==> src/rtl/leaf_out_packetizer.sv <==
// leaf_out_packetizer: user output streams -> BFT packets.
// Per-port skid buffers, credit flow control, round-robin issue.
module leaf_out_packetizer #(
  parameter int PACKET_BITS           = 49,
  parameter int PAYLOAD_BITS          = 32,
  parameter int NUM_LEAF_BITS         = 5,
  parameter int NUM_PORT_BITS         = 4,
  parameter int NUM_ADDR_BITS         = 7,
  parameter int NUM_OUT_PORTS         = 5,
  parameter int FREESPACE_UPDATE_SIZE = 64
) (
  input  logic                                  clk,
  input  logic                                  reset_n,
  input  logic [NUM_OUT_PORTS*PAYLOAD_BITS-1:0] din_leaf_user2interface,
  input  logic [NUM_OUT_PORTS-1:0]              vld_user2interface,
  output logic [NUM_OUT_PORTS-1:0]              ack_interface2user,
  input  logic [NUM_OUT_PORTS*(NUM_LEAF_BITS+NUM_PORT_BITS)-1:0] cfg_dest,
  input  logic                                  credit_vld,
  input  logic [NUM_PORT_BITS-1:0]              credit_port,
  input  logic                                  out_ready,
  input  logic                                  resend,
  output logic [PACKET_BITS-1:0]                dout_leaf_interface2bft
);

  localparam int N  = NUM_OUT_PORTS;
  localparam int DW = NUM_LEAF_BITS + NUM_PORT_BITS;
  localparam int CW = NUM_ADDR_BITS + 1;
  localparam int PW = (N > 1) ? $clog2(N) : 1;

  localparam logic [PW-1:0] LAST = PW'(N - 1);
  localparam logic [CW-1:0] CRED_MAX =
    {1'b1, {NUM_ADDR_BITS{1'b0}}};
  localparam logic [CW:0] CRED_ADD =
    (CW + 1)'(FREESPACE_UPDATE_SIZE);
  localparam logic [NUM_PORT_BITS-1:0] PORT_LIM =
    NUM_PORT_BITS'(N);

  typedef enum logic {EMPTY = 1'b0, FULL = 1'b1} ostate_t;

  logic [DW-1:0]            dest     [N];
  logic [PAYLOAD_BITS-1:0]  din_w    [N];
  logic [PAYLOAD_BITS-1:0]  mem      [N][2];
  logic                     wp       [N];
  logic                     rp       [N];
  logic [1:0]               cnt      [N];
  logic [1:0]               cnt_nxt  [N];
  logic [CW-1:0]            credit   [N];
  logic [CW-1:0]            cred_nxt [N];
  logic [CW:0]              cred_sum [N];
  logic [NUM_ADDR_BITS-1:0] addr     [N];

  logic [N-1:0]  ack_r;
  logic [N-1:0]  wr;
  logic [N-1:0]  rd;
  logic [N-1:0]  ret;
  logic [N-1:0]  elig;
  logic [PW-1:0] last_grant;
  logic [PW-1:0] grant;
  logic [PW-1:0] idx;
  logic          grant_vld;
  logic          can_load;
  logic          issue;
  logic          drain;

  ostate_t                state;
  ostate_t                state_nxt;
  logic [PACKET_BITS-1:0] out_pkt;
  logic [PACKET_BITS-1:0] pkt_nxt;

  for (genvar g = 0; g < N; g++) begin : g_slice
    assign dest[g]  = cfg_dest[g*DW +: DW];
    assign din_w[g] =
      din_leaf_user2interface[g*PAYLOAD_BITS +: PAYLOAD_BITS];
  end

  assign ack_interface2user = ack_r;

  // Per-port transfer, credit-return and eligibility flags.
  always_comb begin
    wr   = '0;
    ret  = '0;
    elig = '0;
    for (int i = 0; i < N; i++) begin
      wr[i]   = vld_user2interface[i] & ack_r[i];
      ret[i]  = credit_vld && (credit_port < PORT_LIM) &&
                (credit_port == NUM_PORT_BITS'(i));
      elig[i] = (cnt[i] != 2'd0) && (credit[i] != '0);
    end
  end

  // Round-robin search starting just after the last granted port.
  always_comb begin
    grant     = '0;
    grant_vld = 1'b0;
    idx       = last_grant;
    for (int k = 0; k < N; k++) begin
      idx = (idx == LAST) ? '0 : idx + 1'b1;
      if (!grant_vld && elig[idx]) begin
        grant_vld = 1'b1;
        grant     = idx;
      end
    end
  end

  assign can_load = !resend && ((state == EMPTY) || out_ready);
  assign issue    = can_load && grant_vld;
  assign drain    = can_load && (state == FULL) && !grant_vld;

  assign pkt_nxt = {1'b1, dest[grant], addr[grant],
                    mem[grant][rp[grant]]};

  // Skid occupancy and saturating credit next-state per port.
  always_comb begin
    rd = '0;
    for (int i = 0; i < N; i++) begin
      rd[i]       = issue && (grant == PW'(i));
      cnt_nxt[i]  = cnt[i];
      if (wr[i] && !rd[i]) cnt_nxt[i] = cnt[i] + 2'd1;
      if (!wr[i] && rd[i]) cnt_nxt[i] = cnt[i] - 2'd1;
      cred_sum[i] = {1'b0, credit[i]}
                  + (ret[i] ? CRED_ADD : '0)
                  - (CW + 1)'(rd[i]);
      cred_nxt[i] = (cred_sum[i] > {1'b0, CRED_MAX}) ?
                    CRED_MAX : cred_sum[i][CW-1:0];
    end
  end

  // Per-port skid pointers, ack, credits and write addresses.
  always_ff @(posedge clk or negedge reset_n) begin
    if (!reset_n) begin
      ack_r <= '0;
      for (int i = 0; i < N; i++) begin
        cnt[i]    <= 2'd0;
        wp[i]     <= 1'b0;
        rp[i]     <= 1'b0;
        credit[i] <= CRED_MAX;
        addr[i]   <= '0;
      end
    end else begin
      for (int i = 0; i < N; i++) begin
        cnt[i]    <= cnt_nxt[i];
        ack_r[i]  <= (cnt_nxt[i] != 2'd2);
        credit[i] <= cred_nxt[i];
        if (wr[i]) wp[i] <= ~wp[i];
        if (rd[i]) begin
          rp[i]   <= ~rp[i];
          addr[i] <= addr[i] + 1'b1;
        end
      end
    end
  end

  // Skid storage; contents are qualified by the occupancy count.
  always_ff @(posedge clk) begin
    for (int i = 0; i < N; i++) begin
      if (wr[i]) mem[i][wp[i]] <= din_w[i];
    end
  end

  // Round-robin pointer moves only when a packet is issued.
  always_ff @(posedge clk or negedge reset_n) begin
    if (!reset_n) last_grant <= LAST;
    else if (issue) last_grant <= grant;
  end

  // Output register state.
  always_ff @(posedge clk or negedge reset_n) begin
    if (!reset_n) state <= EMPTY;
    else state <= state_nxt;
  end

  // Output register next state.
  always_comb begin
    state_nxt = state;
    unique case (1'b1)
      issue:   state_nxt = FULL;
      drain:   state_nxt = EMPTY;
      default: state_nxt = state;
    endcase
  end

  // Output packet register.
  always_ff @(posedge clk or negedge reset_n) begin
    if (!reset_n) out_pkt <= '0;
    else if (issue) out_pkt <= pkt_nxt;
  end

  assign dout_leaf_interface2bft =
    ((state == FULL) && !resend) ? out_pkt : '0;

endmodule

==> config.mk <==
export PLATFORM = sky130hd
export DESIGN_NAME = leaf_out_packetizer
export DESIGN_NICKNAME = d
export VERILOG_FILES = /design/src/rtl/leaf_out_packetizer.sv
export SDC_FILE = /design/constraint.sdc
export NUM_CORES = 1
export LEC_CHECK = 0
export CORE_MARGIN = 2
export CORE_UTILIZATION = 55
export CTS_BUF_LIST = sky130_fd_sc_hd__clkbuf_4
export CTS_CLUSTER_DIAMETER = 60
export DETAILED_ROUTE_END_ITERATION = 16
export DONT_BUFFER_PORTS = 1
export HOLD_SLACK_MARGIN = 0.15
export PLACE_DENSITY = 0.7
export SKIP_LAST_GASP = 1
export SLEW_MARGIN = 20
export SYNTH_ARGS = -nofsm -noshare
export SYNTH_HDL_FRONTEND = slang
export SYNTH_SLANG_ARGS = --single-unit
==> constraint.sdc <==
create_clock -name clk -period 8.7 [get_ports clk]
set_input_delay 0.87 -clock clk [delete_from_list [all_inputs] [get_ports clk]]
set_output_delay 0.87 -clock clk [all_outputs]
set_load 0.005 [all_outputs]
==> results of run 1 <==
state kept, by name, indices dropped and copies added (netlist names):
signal	count
out_pkt	49
ack_interface2user	5
credit	40
mem	320
rp	5
addr	35
cnt	10
wp	5
state	1
last_grant	3
worst register-to-register path: cells and delay by family, from the launching register on:
kind / cells / cell delay (ns)
compound gates: 11 / 2.47
fa+ha+maj: 6 / 1.80
simple gates: 6 / 1.77
flops: 1 / 0.65
buf+inv: 4 / 0.30
mux: 1 / 0.23
xor+xnor: 1 / 0.19
logic make-up after synthesis:
| logic type | count (synthesis) |
|---|---|
| AND/OR/NAND/NOR | 699 |
| flip-flops | 473 |
| AO/OA/AOI/OAI | 367 |
| buffers and inverters | 171 |
| XOR/XNOR | 76 |
| adder cells (fa/ha/maj) | 76 |
| multiplexers | 24 |
worst paths after layout:
kind,slack [ns],end,startpoint,cells past startpoint
max,1.19,credit[24],last_grant[0],29
min,0.23,out_pkt[46],cfg_dest[43],2
max reg2reg,1.19,credit[24],last_grant[0],29
min reg2reg,0.46,out_pkt[48],out_pkt[48],1
max in group asynchronous,7.30,credit[9],reset_n,2
min in group asynchronous,0.82,addr[34],reset_n,2
layer usage:
layer / up-vias / routed length [um]
met3: 119 / 5520
li1: 7334 / -
met4: 2 / 1700
met1: 7659 / 23700
met5: - / 13
met2: 776 / 28300
layout make-up:
class | instances | area, um^2
timing repair buffer | 189 | 1890
fill | 3018 | 13800
clock buffer | 167 | 1250
multi-input combinational | 1242 | 7960
inverter | 84 | 315
clock inverter | 61 | 294
antenna | 7 | 17.5
tap | 525 | 657
sequential | 473 | 13400
per-stage QoR:
stage	setup WS [ns]	hold WS, ns
after global placement	1.38	0.452
after floorplan	2.61	0.425
after CTS	1.19	0.158
final	1.19	0.225
after detailed placement	1.19	0.446
after global routing	0.462	0.191
cells in the final DEF (no fill, tap or decap), drive strengths merged, types with 71 or more instances in the layout:
master       Yosys  routed
dfrtp          147     147
dlygate4sd3      0     163
nand2          454     454
a221oi         113     113
clkbuf          35     167
a21oi          116     116
ha              71      71
nor2            89      89
inv             84      87
edfxtp         320     320
==> out/summary.md, run 1 <==
The fraction of layout instances using a drive strength above 1 works out to 13.7%. The startpoint type of the worst setup path is a register. Global routing consumed, on the met3 layer, 7.43% of the routing resources. Setup repair after global routing left no endpoint under its margin. The effective utilization at floorplan is 55.7%. The maximum number of pins on one net before global-route repair was 154; the fmax was 133 MHz. The run gives 473 as the total clock sinks.

From synthesis to final layout, the design area changed by 16.9%. Max-cap violations in this run came to 0. The longest clock path from root to sink contains 3 buffers.

In this run the worst hold path is classified as input pin to register. Top-area cell type share of the netlist area: 43.5%. The clock tree synthesis step divided the H-tree into 3 levels. The run gives 7 as the number of antenna violations at the first check in global routing. The tools report the cell row count as 73. For this block, the routed nets add up to 59200 um of wire. The worst setup path is captured at a register.

The number of DRC markers in iteration 0 was 1175; the synthesized flop and latch total was 473. The distinct cell type count of the synthesized netlist is 82. Met2 track demand over resource in global routing: 46.1%. The number of warnings issued by yosys came out at 0. The highest-utilization routing layer at the global route stage was met2. Cells fill 65.1% of the core in the end. The number of ports placed on the die boundary came out at 273. The synthesized netlist devotes 13.0% of its cell area to compound gates. The die covers 41800 um^2.

The number of nets in the synthesized netlist is 2181. The combinational family with the most area after synthesis was simple AND/OR/NAND/NOR gates. The run gives 0 as the total of cells resized after clock tree synthesis. TritonCTS built the clock tree. Port buffering added 0 buffers. The tools report the clock root buffer master as sky130_fd_sc_hd__clkbuf_4. The all-layer global routing usage was 28.6%.

The run gives 6 as the first-pass iteration count of the detailed router. The buffer and inverter count on the worst path came out at 4. The fraction of synthesized cell area in xor and xnor cells is 3.01%, and the post-route fraction of the period consumed by the critical path is 86.3%. The via count of the routed design is 15890. In the post-synthesis netlist, the biggest area contributors are sky130_fd_sc_hd__edfxtp_1 44%, sky130_fd_sc_hd__dfrtp_1 17%, sky130_fd_sc_hd__nand2_1 7.7%. For the number of pins exceeding their max-slew limit in the final report, the log shows 0. At the pin with the least slew margin, the transition time is 1.08 ns. At the worst endpoint, the required time is 9.43 ns. The wire length of the first global-routing pass came out at 90300 um. The placed instance area was 22600 um^2; the count of nets left with antenna violations after detail routing was 0. sky130_fd_sc_hd__edfxtp_1 takes more of the synthesized area than any other cell. The endpoint arrival time on the critical path is 8.24 ns. The slowest cell on the critical path was sky130_fd_sc_hd__or3_4.

For the sequential cell area fraction in the yosys report, the log shows 60.9%. The core box area is 39600 um^2, and the die boundary height is 204 um. The cell with the most instances after synthesis was sky130_fd_sc_hd__nand2_1. The tools report the sum of negative setup slack as 0 ns. Setup violations remaining at the end of the flow were counted as 0.

Of the total synthesized cell area, the portion taken by AND, OR, NAND and NOR gates is 13.9%. In this run, synthesis inferred 320 flip-flops with an integrated enable. The run gives 25800 um^2 as the final design area excluding fillers.

Once layout is complete, the cells apart from fillers number 2748. The width of the die was 204 um; the post-route minimum period was 7.51 ns. The net count of the finished layout is 2404. By startpoint and endpoint, the worst setup path is classified as register to register. The congestion estimate from routability-driven global placement came to 0.838. The logs give 119 for the CTS buffer count and 164 for the number of buffers inserted by hold repair at cts.

After Yosys synthesis, full adders, half adders and majority gates account for 4.48% of the synthesized area. Cell type with the highest occurrence count on the critical path: sky130_fd_sc_hd__ha_1. For the number of global-route vias before repair, the log shows 16351. The run gives 35200 um as the HPWL after detailed placement.

The number of placed instances, taps included, is 2349. After detailed routing, the average wire length per cell comes to 21.5 um. Worst-path maximum fanout: 75. In the synthesized netlist, the cells that appear most often are 454 x sky130_fd_sc_hd__nand2_1, 320 x sky130_fd_sc_hd__edfxtp_1, 147 x sky130_fd_sc_hd__dfrtp_1, 115 x sky130_fd_sc_hd__a21oi_1, 87 x sky130_fd_sc_hd__nor2_1.

In this run the post-CTS setup repair buffer count came out at 0. Leading register cell type out of synthesis: sky130_fd_sc_hd__edfxtp_1. The post-synthesis area per instance is 11.7 um^2. The tools report the met1 track demand over resource in global routing as 36.9%.

The flow ran to the end, and the final reports show no timing, DRC or antenna violations. Headroom to the max-slew limit came out at 28.3%. The tools report the count of unresolved DRC violations after routing as 0.

The logs give 22100 um^2 for the netlist area before placement and 0 for the count of endpoints failing hold in the final timing report. The worst stage delay on the critical path was 0.76 ns. For the worst-skew pair, the clock arrives at the later sink with an insertion delay of 0.88 ns. The dominant delay contributor by cell family on the critical path is compound AO/OA/AOI/OAI gates. The clock slew seen by the registers of the worst setup and hold paths came out at 0.07 ns. Cell count after synthesis: 1886. Measured against the total synthesized area, the mux share comes to 1.16%. After detailed routing, the number of vias per cell comes to 5.78. Async set-or-reset flop fraction in the synthesized netlist: 32.3%.

Overall overflow remaining after global route: 0. On the final layout, the worst clock skew is 0.0561 ns.
Power of run 1 is left out: the tool's default activity adds up to more than one toggle a clock period on the data nets, which glitch-free logic cannot reach.
==> run 2: changes to the inputs <==
--- a/config.mk
+++ b/config.mk
@@ -7,3 +7,3 @@
 export LEC_CHECK = 0
-export CORE_MARGIN = 2
+export CORE_MARGIN = 5
 export CORE_UTILIZATION = 55
==> constraint.sdc (replaced) <==
create_clock -name clk -period 8.7 [get_ports clk]
set_input_delay 1.74 -clock clk [delete_from_list [all_inputs] [get_ports clk]]
set_output_delay 1.74 -clock clk [all_outputs]
set_load 0.005 [all_outputs]
==> run 2 against run 1 <==
Effect of this change:
- non-clock buffer count is 167 lower
- clock-buffer cell count grew 38
- final cell count decreased by 6.0%
- cell area shrank 6.3%
- first-iteration DRC count decreased by 28%
- sequential share of layout area rose by 3.5 points
- global-route usage shrank 3.8 points
- die area rose by 6.0%
- critical path depth did not move
- clock skew shrank 0.015 ns
- largest cell class unchanged
==> out/summary.md, run 2 (same netlist as run 1, synthesis figures left out) <==
The flow ran to the end, and the final reports show no timing, DRC or antenna violations. Width of the die: 210 um (+2.9%). The number of global-route vias before repair was 14982 (-8.4%).

Via count of the routed design: 14878 (-6.4%). Area overhead of the layout relative to synthesis: 9.57%. The fmax came out at 133 MHz (+0.16%). TritonCTS built the clock tree. The CTS buffer count is 120 (+0.84%).

Setup repair after global routing left no endpoint under its margin. Worst stage delay on the critical path: 0.80 ns (+0.04 ns). The run gives 44300 um^2 (+6.0%) as the die outline area. The fraction of layout instances using a drive strength above 1 was 16.0% (+2.3 points). The number of flip-flops under the largest register name was 320 (unchanged).

The hold slack is 0.463 ns (+0.238 ns), and the buffer and inverter count on the worst path is 4 (unchanged). The count of nets left with antenna violations after detail routing came out at 0 (unchanged). The count of endpoints failing hold in the final timing report is 0 (unchanged). The count of buffers added by post-CTS timing repair for setup is 0 (unchanged), and the clock slew seen by the registers of the worst setup and hold paths is 0.06 ns (about the same). The number of DRC markers in iteration 0 was 847 (-28%); the effective utilization at floorplan was 55.6% (-0.13 points). The cell row count came out at 73 (unchanged). For the max-capacitance violation count, the log shows 0 (unchanged).

The number of buffer cells added on primary ports works out to 0 (unchanged). The post-route minimum period was 7.50 ns (-0.0116 ns); the wire length on met3 was 6000 um (+8.8%). The H-tree level count was 3 (unchanged). By instance count, the cell type seen most on the critical path is sky130_fd_sc_hd__ha_1.

The tools report the setup-violating endpoint count in the final report as 0 (unchanged). Startpoint type of the worst setup path: a register. The all-layer global routing usage is 24.8% (-3.8 points), and the number of pins exceeding their max-slew limit in the final report is 0 (unchanged).

The worst-path maximum fanout is 77 (+2.7%). The core box area came out at 39700 um^2 (+0.23%). The length of routed met2 wiring is 26100 um (-7.8%).

The slowest cell on the critical path was sky130_fd_sc_hd__or3_4. The clock latency reported for the late side of the worst-skew pair is 0.84 ns (-0.04 ns), and the transition time of the tightest slew-check pin is 1.08 ns (+0.00732 ns). The tools report the wire length of the first global-routing pass as 84600 um (-6.3%).

Leaving out fill and tap cells, the most frequent cells in the layout are 454 x sky130_fd_sc_hd__nand2_1, 320 x sky130_fd_sc_hd__edfxtp_1, 205 x sky130_fd_sc_hd__clkbuf_4. Setup skew after layout: 0.0406 ns (-0.0155 ns). Highest layer used for signal routing: met4.

The tools report the utilization after layout as 60.9% (-4.2 points). Category of the critical setup timing path: register to register. For the HPWL after detailed placement, the log shows 35700 um (+1.6%). The total clock sinks is 473 (unchanged). The post-route fraction of the period consumed by the critical path was 86.1% (-0.13 points).

The tools report the number of antenna violations at the first check in global routing as 4 (-3). The leading cell type in the layout, fill and taps excluded is sky130_fd_sc_hd__nand2_1. The tools report the worst slew slack as a fraction of its limit as 27.8% (-0.49 points). The logs give 22200 um (-6.3%) for the wire length the detailed router placed on met1 and 8.17 ns (-0.07 ns) for the endpoint arrival time on the critical path. The die boundary height is 210 um (+2.9%), and the buffer levels on the longest clock path is 3 (unchanged). The first-pass iteration count of the detailed router came out at 5 (-1). The number of ports placed on the die boundary was 273 (unchanged); the placer's final routability congestion estimate was 0.886 (+5.7%). Total wire length after detailed routing: 56000 um (-5.4%). The post-layout net count came out at 2238 (-6.9%).

The number of buffers inserted by hold repair at cts was 0 (-100%). For the count of unresolved DRC violations after routing, the log shows 0 (unchanged). For the total of cells resized after clock tree synthesis, the log shows 0 (unchanged). The worst setup path is captured at a register. For the data required time of the worst path, the log shows 9.37 ns (-0.06 ns). Via density per instance: 5.76 (-0.43%). The path class of the tightest hold or removal check is register to register.

The logs give 154 (unchanged) for the maximum number of pins on one net before global-route repair and 0 ns (unchanged) for the sum of negative setup slack. The overall overflow remaining after global route came out at 0 (unchanged). The cell sitting at the root of the clock tree is a sky130_fd_sc_hd__clkbuf_4. For the number of inserted filler cells in the final layout, the log shows 3182 (+5.4%). The dominant delay contributor by cell family on the critical path is compound AO/OA/AOI/OAI gates. Average wire per standard cell: 21.7 um (+0.56%).
[run 2: stage by stage]
| step | instance area (um^2) | cells | worst slack (ns) |
|---|---|---|---|
| after global placement | 22500 | 2346 | 1.37 |
| after global routing | 24200 | 2580 | 0.567 |
| after detailed placement | 22500 | 2346 | 1.22 |
| final | 24200 | 2584 | 1.20 |
| after CTS | 24200 | 2575 | 1.21 |
| after floorplan | 22100 | 1886 | 2.61 |
[run 2: worst paths after layout]
| check | to | start | cells past startpoint | slack (ns) |
|---|---|---|---|---|
| max | credit[27] | last_grant[0] | 29 | 1.20 |
| min | out_pkt[48] | out_pkt[48] | 1 | 0.46 |
| max reg2reg | credit[27] | last_grant[0] | 29 | 1.20 |
| min reg2reg | out_pkt[48] | out_pkt[48] | 1 | 0.46 |
| max in group asynchronous | credit[31] | reset_n | 0 | 7.68 |
| min in group asynchronous | credit[2] | reset_n | 0 | 0.61 |
[run 2: final cells by class]
class	instances	area, um^2	area share (%)
sequential	473	13400	55.6
multi-input combinational	1242	7960	32.9
clock buffer	205	1540	6.36
tap	525	657	2.71
inverter	84	315	1.30
timing repair buffer	22	165	0.682
clock inverter	24	103	0.424
antenna	9	22.5	0.0931
[run 2: routing by layer]
metal,track usage (%),vias to the layer above
li1,-,7007
met1,31.3,7168
met2,39.0,592
met3,9.72,111
met4,9.68,0
met5,0,-
Power of run 2 is left out for the same reason.
